<file path="src/rtl/music_pkg.sv">
// Shared constants for the song-playback path: note/duration widths,
// duration-FSM state encodings and event-type codes.
package music_pkg;

  localparam int NOTE_W = 6;
  localparam int DUR_W  = 6;

  typedef enum logic [1:0] {
    IDLE = 2'b00,
    WAIT = 2'b01,
    ADV  = 2'b10
  } sched_state_e;

  localparam logic TYPE_NOTE = 1'b0;
  localparam logic TYPE_DUR  = 1'b1;

endpackage : music_pkg

</file>
<file path="src/rtl/voice_scheduler_if.sv">
// Bundle between song reader (master) and voice scheduler (slave):
// event inputs, play/beat controls and the per-voice outputs.
interface voice_scheduler_if
  import music_pkg::*;
#(
  parameter int NUM_VOICES = 3
) ();

  logic                         play;
  logic                         beat;
  logic                         new_event;
  logic                         type_in;
  logic [NOTE_W-1:0]            note_in;
  logic [DUR_W-1:0]             duration_in;
  logic                         advance;
  logic [NUM_VOICES-1:0]        voice_load;
  logic [NUM_VOICES*NOTE_W-1:0] voice_note;
  logic [NUM_VOICES-1:0]        voice_active;
  logic                         note_dropped;

  modport master (
    output play, beat, new_event, type_in, note_in, duration_in,
    input  advance, voice_load, voice_note, voice_active, note_dropped
  );

  modport slave (
    input  play, beat, new_event, type_in, note_in, duration_in,
    output advance, voice_load, voice_note, voice_active, note_dropped
  );

endinterface : voice_scheduler_if

</file>
<file path="src/rtl/voice_scheduler_voice_slot.sv">
// One note-player voice: held note, remaining beats and active flag.
// A load always wins over a beat in the same cycle, so a freshly loaded
// count is never decremented on its load cycle.
module voice_slot
  import music_pkg::*;
(
  input  logic              clk,
  input  logic              reset,
  input  logic              load,
  input  logic              beat,
  input  logic              play,
  input  logic [NOTE_W-1:0] note_in,
  input  logic [DUR_W-1:0]  dur_in,
  output logic [NOTE_W-1:0] note_q,
  output logic [DUR_W-1:0]  remaining_q,
  output logic              active_q
);

  logic [NOTE_W-1:0] note_d;
  logic [DUR_W-1:0]  remaining_d;
  logic              active_d;

  // Next-state: load takes precedence, otherwise count down on a live beat.
  always_comb begin
    note_d      = note_q;
    remaining_d = remaining_q;
    if (load) begin
      note_d      = note_in;
      remaining_d = dur_in;
    end else if (beat && play && (remaining_q != DUR_W'(0))) begin
      remaining_d = remaining_q - DUR_W'(1);
    end else begin
      remaining_d = remaining_q;
    end
    active_d = (remaining_d != DUR_W'(0));
  end

  // Voice state registers.
  always_ff @(posedge clk or negedge reset) begin
    if (!reset) begin
      note_q      <= NOTE_W'(0);
      remaining_q <= DUR_W'(0);
      active_q    <= 1'b0;
    end else begin
      note_q      <= note_d;
      remaining_q <= remaining_d;
      active_q    <= active_d;
    end
  end

endmodule : voice_slot

</file>
<file path="src/rtl/voice_scheduler.sv">
// Voice scheduler: allocates note events to voices and times duration
// events, returning a one-cycle advance pulse to the song reader.
// Build option VOICE_STEAL_EN: when defined, a note arriving with every
// voice busy steals the voice with the least remaining time (lowest index
// on ties); when undefined, the note is discarded and note_dropped pulses.
module voice_scheduler
  import music_pkg::*;
#(
  parameter int NUM_VOICES = 3
) (
  input  logic              clk,
  input  logic              reset,
  voice_scheduler_if.slave  bus
);

  localparam int IDX_W = (NUM_VOICES > 1) ? $clog2(NUM_VOICES) : 1;

  logic                         note_evt_s;
  logic                         dur_evt_s;
  logic                         tick_s;
  logic [NUM_VOICES-1:0]        active_s;
  logic [NUM_VOICES-1:0]        load_vec_s;
  logic [NOTE_W-1:0]            note_s [NUM_VOICES];
  logic [DUR_W-1:0]             rem_s  [NUM_VOICES];
  logic [NUM_VOICES*NOTE_W-1:0] voice_note_s;
  logic                         free_found_s;
  logic [IDX_W-1:0]             free_idx_s;
  logic                         drop_s;

  sched_state_e          state_q, state_d;
  logic [DUR_W-1:0]      wait_q, wait_d;
  logic                  advance_q, advance_d;
  logic [NUM_VOICES-1:0] voice_load_q, voice_load_d;
  logic                  note_dropped_q, note_dropped_d;

  assign note_evt_s = bus.new_event && (bus.type_in == TYPE_NOTE) &&
                      (bus.duration_in != DUR_W'(0));
  assign dur_evt_s  = bus.new_event && (bus.type_in == TYPE_DUR);
  assign tick_s     = bus.beat && bus.play;

  for (genvar g = 0; g < NUM_VOICES; g++) begin : g_slot
    voice_slot u_slot (
      .clk         (clk),
      .reset       (reset),
      .load        (load_vec_s[g]),
      .beat        (bus.beat),
      .play        (bus.play),
      .note_in     (bus.note_in),
      .dur_in      (bus.duration_in),
      .note_q      (note_s[g]),
      .remaining_q (rem_s[g]),
      .active_q    (active_s[g])
    );
    assign voice_note_s[g*NOTE_W +: NOTE_W] = note_s[g];
  end

  // Priority encoder: lowest-index idle voice (scan high to low, last hit wins).
  always_comb begin
    free_found_s = ~(&active_s);
    free_idx_s   = IDX_W'(0);
    for (int i = NUM_VOICES - 1; i >= 0; i--) begin
      free_idx_s = (!active_s[i]) ? IDX_W'(i) : free_idx_s;
    end
  end

`ifdef VOICE_STEAL_EN
  logic [IDX_W-1:0] min_idx_s;
  logic [DUR_W-1:0] min_rem_s;

  // Min-finder over remaining counts; strict compare keeps the lower index on ties.
  always_comb begin
    logic less_v;
    less_v    = 1'b0;
    min_idx_s = IDX_W'(0);
    min_rem_s = rem_s[0];
    for (int i = 1; i < NUM_VOICES; i++) begin
      less_v    = (rem_s[i] < min_rem_s);
      min_idx_s = less_v ? IDX_W'(i) : min_idx_s;
      min_rem_s = less_v ? rem_s[i]  : min_rem_s;
    end
  end
`endif

  // Allocation: pick the target voice for a note event or flag it as dropped.
  always_comb begin
    load_vec_s = '0;
    drop_s     = 1'b0;
    if (note_evt_s) begin
      if (free_found_s) begin
        load_vec_s[free_idx_s] = 1'b1;
      end else begin
`ifdef VOICE_STEAL_EN
        load_vec_s[min_idx_s] = 1'b1;
`else
        drop_s = 1'b1;
`endif
      end
    end else begin
      load_vec_s = '0;
    end
  end

  // Duration FSM next-state; a new duration event always restarts the wait
  // and silently abandons any wait or pending advance in flight.
  always_comb begin
    state_d        = state_q;
    wait_d         = wait_q;
    advance_d      = 1'b0;
    voice_load_d   = load_vec_s;
    note_dropped_d = drop_s;
    if (dur_evt_s) begin
      state_d = WAIT;
      wait_d  = bus.duration_in;
    end else begin
      case (state_q)
        IDLE: begin
          state_d = IDLE;
        end
        WAIT: begin
          if (wait_q == DUR_W'(0)) begin
            state_d = ADV;
          end else if (tick_s) begin
            wait_d  = wait_q - DUR_W'(1);
            state_d = (wait_q == DUR_W'(1)) ? ADV : WAIT;
          end else begin
            state_d = WAIT;
          end
        end
        ADV: begin
          if (bus.play) begin
            advance_d = 1'b1;
            state_d   = IDLE;
          end else begin
            state_d = ADV;
          end
        end
        default: begin
          state_d = IDLE;
          wait_d  = DUR_W'(0);
        end
      endcase
    end
  end

  // FSM state, wait counter and registered pulse outputs.
  always_ff @(posedge clk or negedge reset) begin
    if (!reset) begin
      state_q        <= IDLE;
      wait_q         <= DUR_W'(0);
      advance_q      <= 1'b0;
      voice_load_q   <= '0;
      note_dropped_q <= 1'b0;
    end else begin
      state_q        <= state_d;
      wait_q         <= wait_d;
      advance_q      <= advance_d;
      voice_load_q   <= voice_load_d;
      note_dropped_q <= note_dropped_d;
    end
  end

  assign bus.advance      = advance_q;
  assign bus.voice_load   = voice_load_q;
  assign bus.voice_note   = voice_note_s;
  assign bus.voice_active = active_s;
  assign bus.note_dropped = note_dropped_q;

endmodule : voice_scheduler

</file>
<file path="src/flat_wrapper.sv">
// flat-port wrapper written by rule: the top's interface ports become plain ports
module voice_scheduler_flat import music_pkg::*;
#(
  parameter int NUM_VOICES = 3
)
  (clk, reset, bus_play, bus_beat, bus_new_event, bus_type_in, bus_note_in, bus_duration_in, bus_advance, bus_voice_load, bus_voice_note, bus_voice_active, bus_note_dropped);
  voice_scheduler_if #(.NUM_VOICES(NUM_VOICES)) bus_i ();
  input  logic clk;
  input  logic reset;
  input wire logic [$bits(bus_i.play)-1:0] bus_play;
  input wire logic [$bits(bus_i.beat)-1:0] bus_beat;
  input wire logic [$bits(bus_i.new_event)-1:0] bus_new_event;
  input wire logic [$bits(bus_i.type_in)-1:0] bus_type_in;
  input wire logic [$bits(bus_i.note_in)-1:0] bus_note_in;
  input wire logic [$bits(bus_i.duration_in)-1:0] bus_duration_in;
  output wire logic [$bits(bus_i.advance)-1:0] bus_advance;
  output wire logic [$bits(bus_i.voice_load)-1:0] bus_voice_load;
  output wire logic [$bits(bus_i.voice_note)-1:0] bus_voice_note;
  output wire logic [$bits(bus_i.voice_active)-1:0] bus_voice_active;
  output wire logic [$bits(bus_i.note_dropped)-1:0] bus_note_dropped;
  assign bus_i.play = bus_play;
  assign bus_i.beat = bus_beat;
  assign bus_i.new_event = bus_new_event;
  assign bus_i.type_in = bus_type_in;
  assign bus_i.note_in = bus_note_in;
  assign bus_i.duration_in = bus_duration_in;
  assign bus_advance = bus_i.advance;
  assign bus_voice_load = bus_i.voice_load;
  assign bus_voice_note = bus_i.voice_note;
  assign bus_voice_active = bus_i.voice_active;
  assign bus_note_dropped = bus_i.note_dropped;
  voice_scheduler #(.NUM_VOICES(NUM_VOICES)) u_core (.clk(clk), .reset(reset), .bus(bus_i));
endmodule
</file>
<file path="config.mk">
export PLATFORM = sky130hd
export DESIGN_NAME = voice_scheduler_flat
export DESIGN_NICKNAME = d
export VERILOG_FILES = /design/src/rtl/music_pkg.sv /design/src/rtl/voice_scheduler_if.sv /design/src/rtl/voice_scheduler_voice_slot.sv /design/src/rtl/voice_scheduler.sv /design/src/flat_wrapper.sv
export SDC_FILE = /design/constraint.sdc
export NUM_CORES = 1
export LEC_CHECK = 0
export BUFFER_PORTS_ARGS = -buffer_cell sky130_fd_sc_hd__buf_2
export CORE_MARGIN = 8
export CORE_UTILIZATION = 45
export DETAILED_ROUTE_END_ITERATION = 16
export PLACE_DENSITY = 0.66
export SETUP_SLACK_MARGIN = 0.02
export SLEW_MARGIN = 10
export SYNTH_ARGS = -nofsm -noshare
export SYNTH_HDL_FRONTEND = slang
export SYNTH_HIERARCHICAL = 1
export SYNTH_SLANG_ARGS = --single-unit
export TNS_END_PERCENT = 5
</file>
<file path="constraint.sdc">
create_clock -name clk -period 2.34 [get_ports clk]
set_input_delay 0.234 -clock clk [delete_from_list [all_inputs] [get_ports clk]]
set_output_delay 0.234 -clock clk [all_outputs]
set_load 0.005 [all_outputs]
</file>
==> impl_metrics.yaml <==
outcome:
  status: "complete, no violations"
synthesis:
  syn_area_per_cell_um2: 10.50
  synth_top_cell_by_area: "dfrtp_1"
  ys.flop_type: "dfrtp_1"
  yosys_warnings: 6
  syn_inst: 268
  mappedNetlistNets: 298
  async_flop_share_pct: 100.0
  yosys-top-cells-area: "dfrtp_1 46%, mux2_2 7.2%, ha_1 5.3%"
  syn-cell-area_mm2: 0.002815
  yosysUniqueCellTypes: 43
  synth.most_common_cell: "dfrtp_1"
  synth_top_area_share_pct: 46.22
  ys_ff_latch: 52
  ys_seq_area_share_pct: 46.22
  synth_edf_count: 0
  netlist_top_cells_count: "52 x dfrtp_1, 23 x nor2_1, 21 x nand2_1, 19 x inv_1, 18 x mux2_2"
sta:
  drv_slew: 0
  setup_viol: 0
  rsz0062_at_grt: "false"
  hold_ws_ps: 180.0
  fin_setup_tns_ps: 0
  worst_pin_slew_ps: 435.2
  min_period_over_period_pct: 90.60
  max_freq_mhz: 471.7
  relSlewSlack_pct: 70.99
  hold_viol: 0
  min_period_ps: 2120
  clock_skew_ps: 11.16
layout:
  syn2layout_area_growth_pct: 15.24
  diodes: 0
  drive_gt1_share_pct: 28.79
  nets: 352
global_route:
  grt_first_pass_wirelength_um: 10790
  overflow: 0
  grtUsageTotal_pct: 15.10
  antenna_found_initial: 0
  grt_max_degree: 22
  grt_pass1_vias: 2283
worst_setup_path:
  rr_startpoint: "u_core/g_slot[0].u_slot/remaining_q[1]"
  end_kind: "flop"
  critPathLaunchType: "flop"
  cp_max_fo: 5
  worstSetupPathType: "reg -> reg"
  arrival_ps: 2290
  critical_path_required_ps: 2510
  r2r.worst_path.cells: 7
  r2r_slack_ps: 220
  worst_r2r_endpoint: "u_core/g_slot[0].u_slot/active_q"
routing:
  wl_per_cell_um: 16.07
  routed_wl_um: 6426
  drc: 0
  vias: 2185
  drt_first_pass_iters: 4
  ant_nets: 0
  viasPerCell: 5.463
  drtIter0Drc: 110
power:
  intPower_w: 0.002231
  power_frac_seq_pct: 44.5
  p_per_area_mw_per_mm2: 1118
  combPwrFrac_pct: 41.3
  switching_share_pct: 38.50
  finalPower_w: 0.003627
  irDropWorstVdd_mv: 0.5466
  power.switching_w: 0.001396
  leakage_nw: 1.477
  power.clock.fraction_pct: 14.3
min_path:
  min_from: "bus_note_in[4]"
  hold_end: "u_core/g_slot[1].u_slot/note_q[4]"
  hold_class: "in -> reg"
  whs_path_depth: 2
cts:
  clock_latency_ps: 300
  cts_setup_buffers: 0
  cts.reportedPaths.clkPinSlew_ps: 90
  cts_tree: "built"
  cts_sinks: 52
  cts-buffers-inserted: 5
  cts-root-buf: "clkbuf_8"
  cts.path.max_buffers: 2
  htreeDepth: 2
place:
  io_buffers: 43
  dp_hpwl_um: 4918
  gp_congestion: 0.8327
die:
  rows: 29
  dieArea_mm2: 0.009043
  ios: 44
  dieWidth_um: 95.10
  core_mm2: 0.006205
  start_util_pct: 45.37
  die_h_um: 95.10
run:
  max_cap_violations: 0
worst max path at each step:
stage	slack, ps	from	end
finish	220	u_core/g_slot[0].u_slot/remaining_q[1]	u_core/g_slot[0].u_slot/active_q
global route	90	u_core/g_slot[0].u_slot/remaining_q[1]	u_core/g_slot[0].u_slot/active_q
CTS	240	u_core/g_slot[0].u_slot/remaining_q[1]	u_core/g_slot[0].u_slot/active_q
detailed placement	180	bus_type_in	u_core/g_slot[2].u_slot/active_q
global placement	180	bus_type_in	u_core/g_slot[2].u_slot/active_q
floorplan	340	bus_type_in	u_core/g_slot[2].u_slot/active_q
repair_timing:
item	CTS	global route
hold buffers	1	0
gates resized for setup	0	0
endpoints found under the hold margin	16	0
power groups by stage:
stage	clock network (W)	logic, W	registers, W
finish	0.000518	0.00150	0.00161
global route	0.000572	0.00170	0.00167
CTS	0.000542	0.00151	0.00161
detailed placement	0	0.00151	0.00162
global placement	0	0.00149	0.00162
floorplan	0	0.00106	0.00158
layout by cell type (no fill, tap or decap), drive strengths merged, types with 2 or more instances in the layout:
| cell type | netlist | final |
|---|---|---|
| or3 | 3 | 3 |
| a31oi | 7 | 7 |
| nor2 | 23 | 23 |
| nor3b | 3 | 3 |
| ha | 12 | 12 |
| nand3 | 14 | 14 |
| buf | 5 | 51 |
| nor4 | 4 | 4 |
| o211ai | 4 | 4 |
| nand4bb | 3 | 3 |
| or4b | 3 | 3 |
| mux2i | 3 | 3 |
| nand4 | 2 | 2 |
| a211o | 2 | 2 |
| a311o | 2 | 2 |
| o311ai | 2 | 2 |
| mux2 | 18 | 18 |
| nor3 | 4 | 4 |
| a211oi | 3 | 3 |
| a21oi | 11 | 11 |
| o31ai | 6 | 6 |
| inv | 19 | 19 |
| xnor2 | 3 | 3 |
| or4 | 7 | 7 |
| and3 | 3 | 3 |
| nand2 | 21 | 21 |
| clkinv | 0 | 2 |
| o21ai | 14 | 14 |
| a22o | 3 | 3 |
| nor2b | 5 | 5 |
| dfrtp | 52 | 52 |
| clkbuf | 0 | 6 |
per-stage QoR:
| step | util (%) | cells | setup WS [ps] | cell area, µm² |
|---|---|---|---|---|
| final | 52.29 | 400 | 220.0 | 3244 |
| after global routing | 52.29 | 400 | 87.13 | 3244 |
| after CTS | 52.29 | 400 | 238.2 | 3244 |
| after detailed placement | 50.64 | 391 | 176.5 | 3142 |
| after global placement | 50.64 | 391 | 182.7 | 3142 |
| after floorplan | - | 268 | 337.1 | 2815 |
critical path, stage by stage, from the launching register on:
cell and delay [ps]:
dfrtp_1 410, inv_1 110, ha_1 190, nor3b_4 280
or4_1 150, a31oi_1 90, or3_1 340, or4_1 410
kinds of logic after synthesis:
| kind of cell | Yosys count | share of synthesized area (%) |
|---|---|---|
| AO/OA/AOI/OAI | 58 | 14.40 |
| XOR/XNOR | 3 | 0.9335 |
| buffers and inverters | 24 | 4.133 |
| AND/OR/NAND/NOR | 98 | 20.71 |
| adder cells (fa/ha/maj) | 12 | 5.333 |
| multiplexers | 21 | 8.267 |
| flip-flops | 52 | 46.22 |
final cells by class:
type	count	area, µm²
Fill cell	546	2960
Clock buffer	6	82.58
Inverter	19	71.32
Timing Repair Buffer	52	285.3
Tap cell	77	96.34
Sequential cell	52	1301
Clock inverter	2	10.01
Multi-Input combinational cell	192	1398
registers in the layout, summed over array words and instances (netlist names):
signal and flops:
u_core/bus.advance 1, u_core/bus.note_dropped 1, u_core/bus.voice_load 3, u_core/g_slot.u_slot/active_q 3, u_core/g_slot.u_slot/note_q 18, u_core/g_slot.u_slot/remaining_q 18
u_core/state_q 2, u_core/wait_q 6
per-layer routing:
| metal | track usage, % | vias to the layer above | part of all wire [%] |
|---|---|---|---|
| li1 | - | 1095 | - |
| met1 | 19.67 | 1023 | 46 |
| met2 | 23.82 | 59 | 46 |
| met3 | 4.094 | 8 | 6.8 |
| met4 | 4.811 | 0 | 1.3 |
| met5 | 0 | - | 0 |
Power figures use the tool's default switching activity.
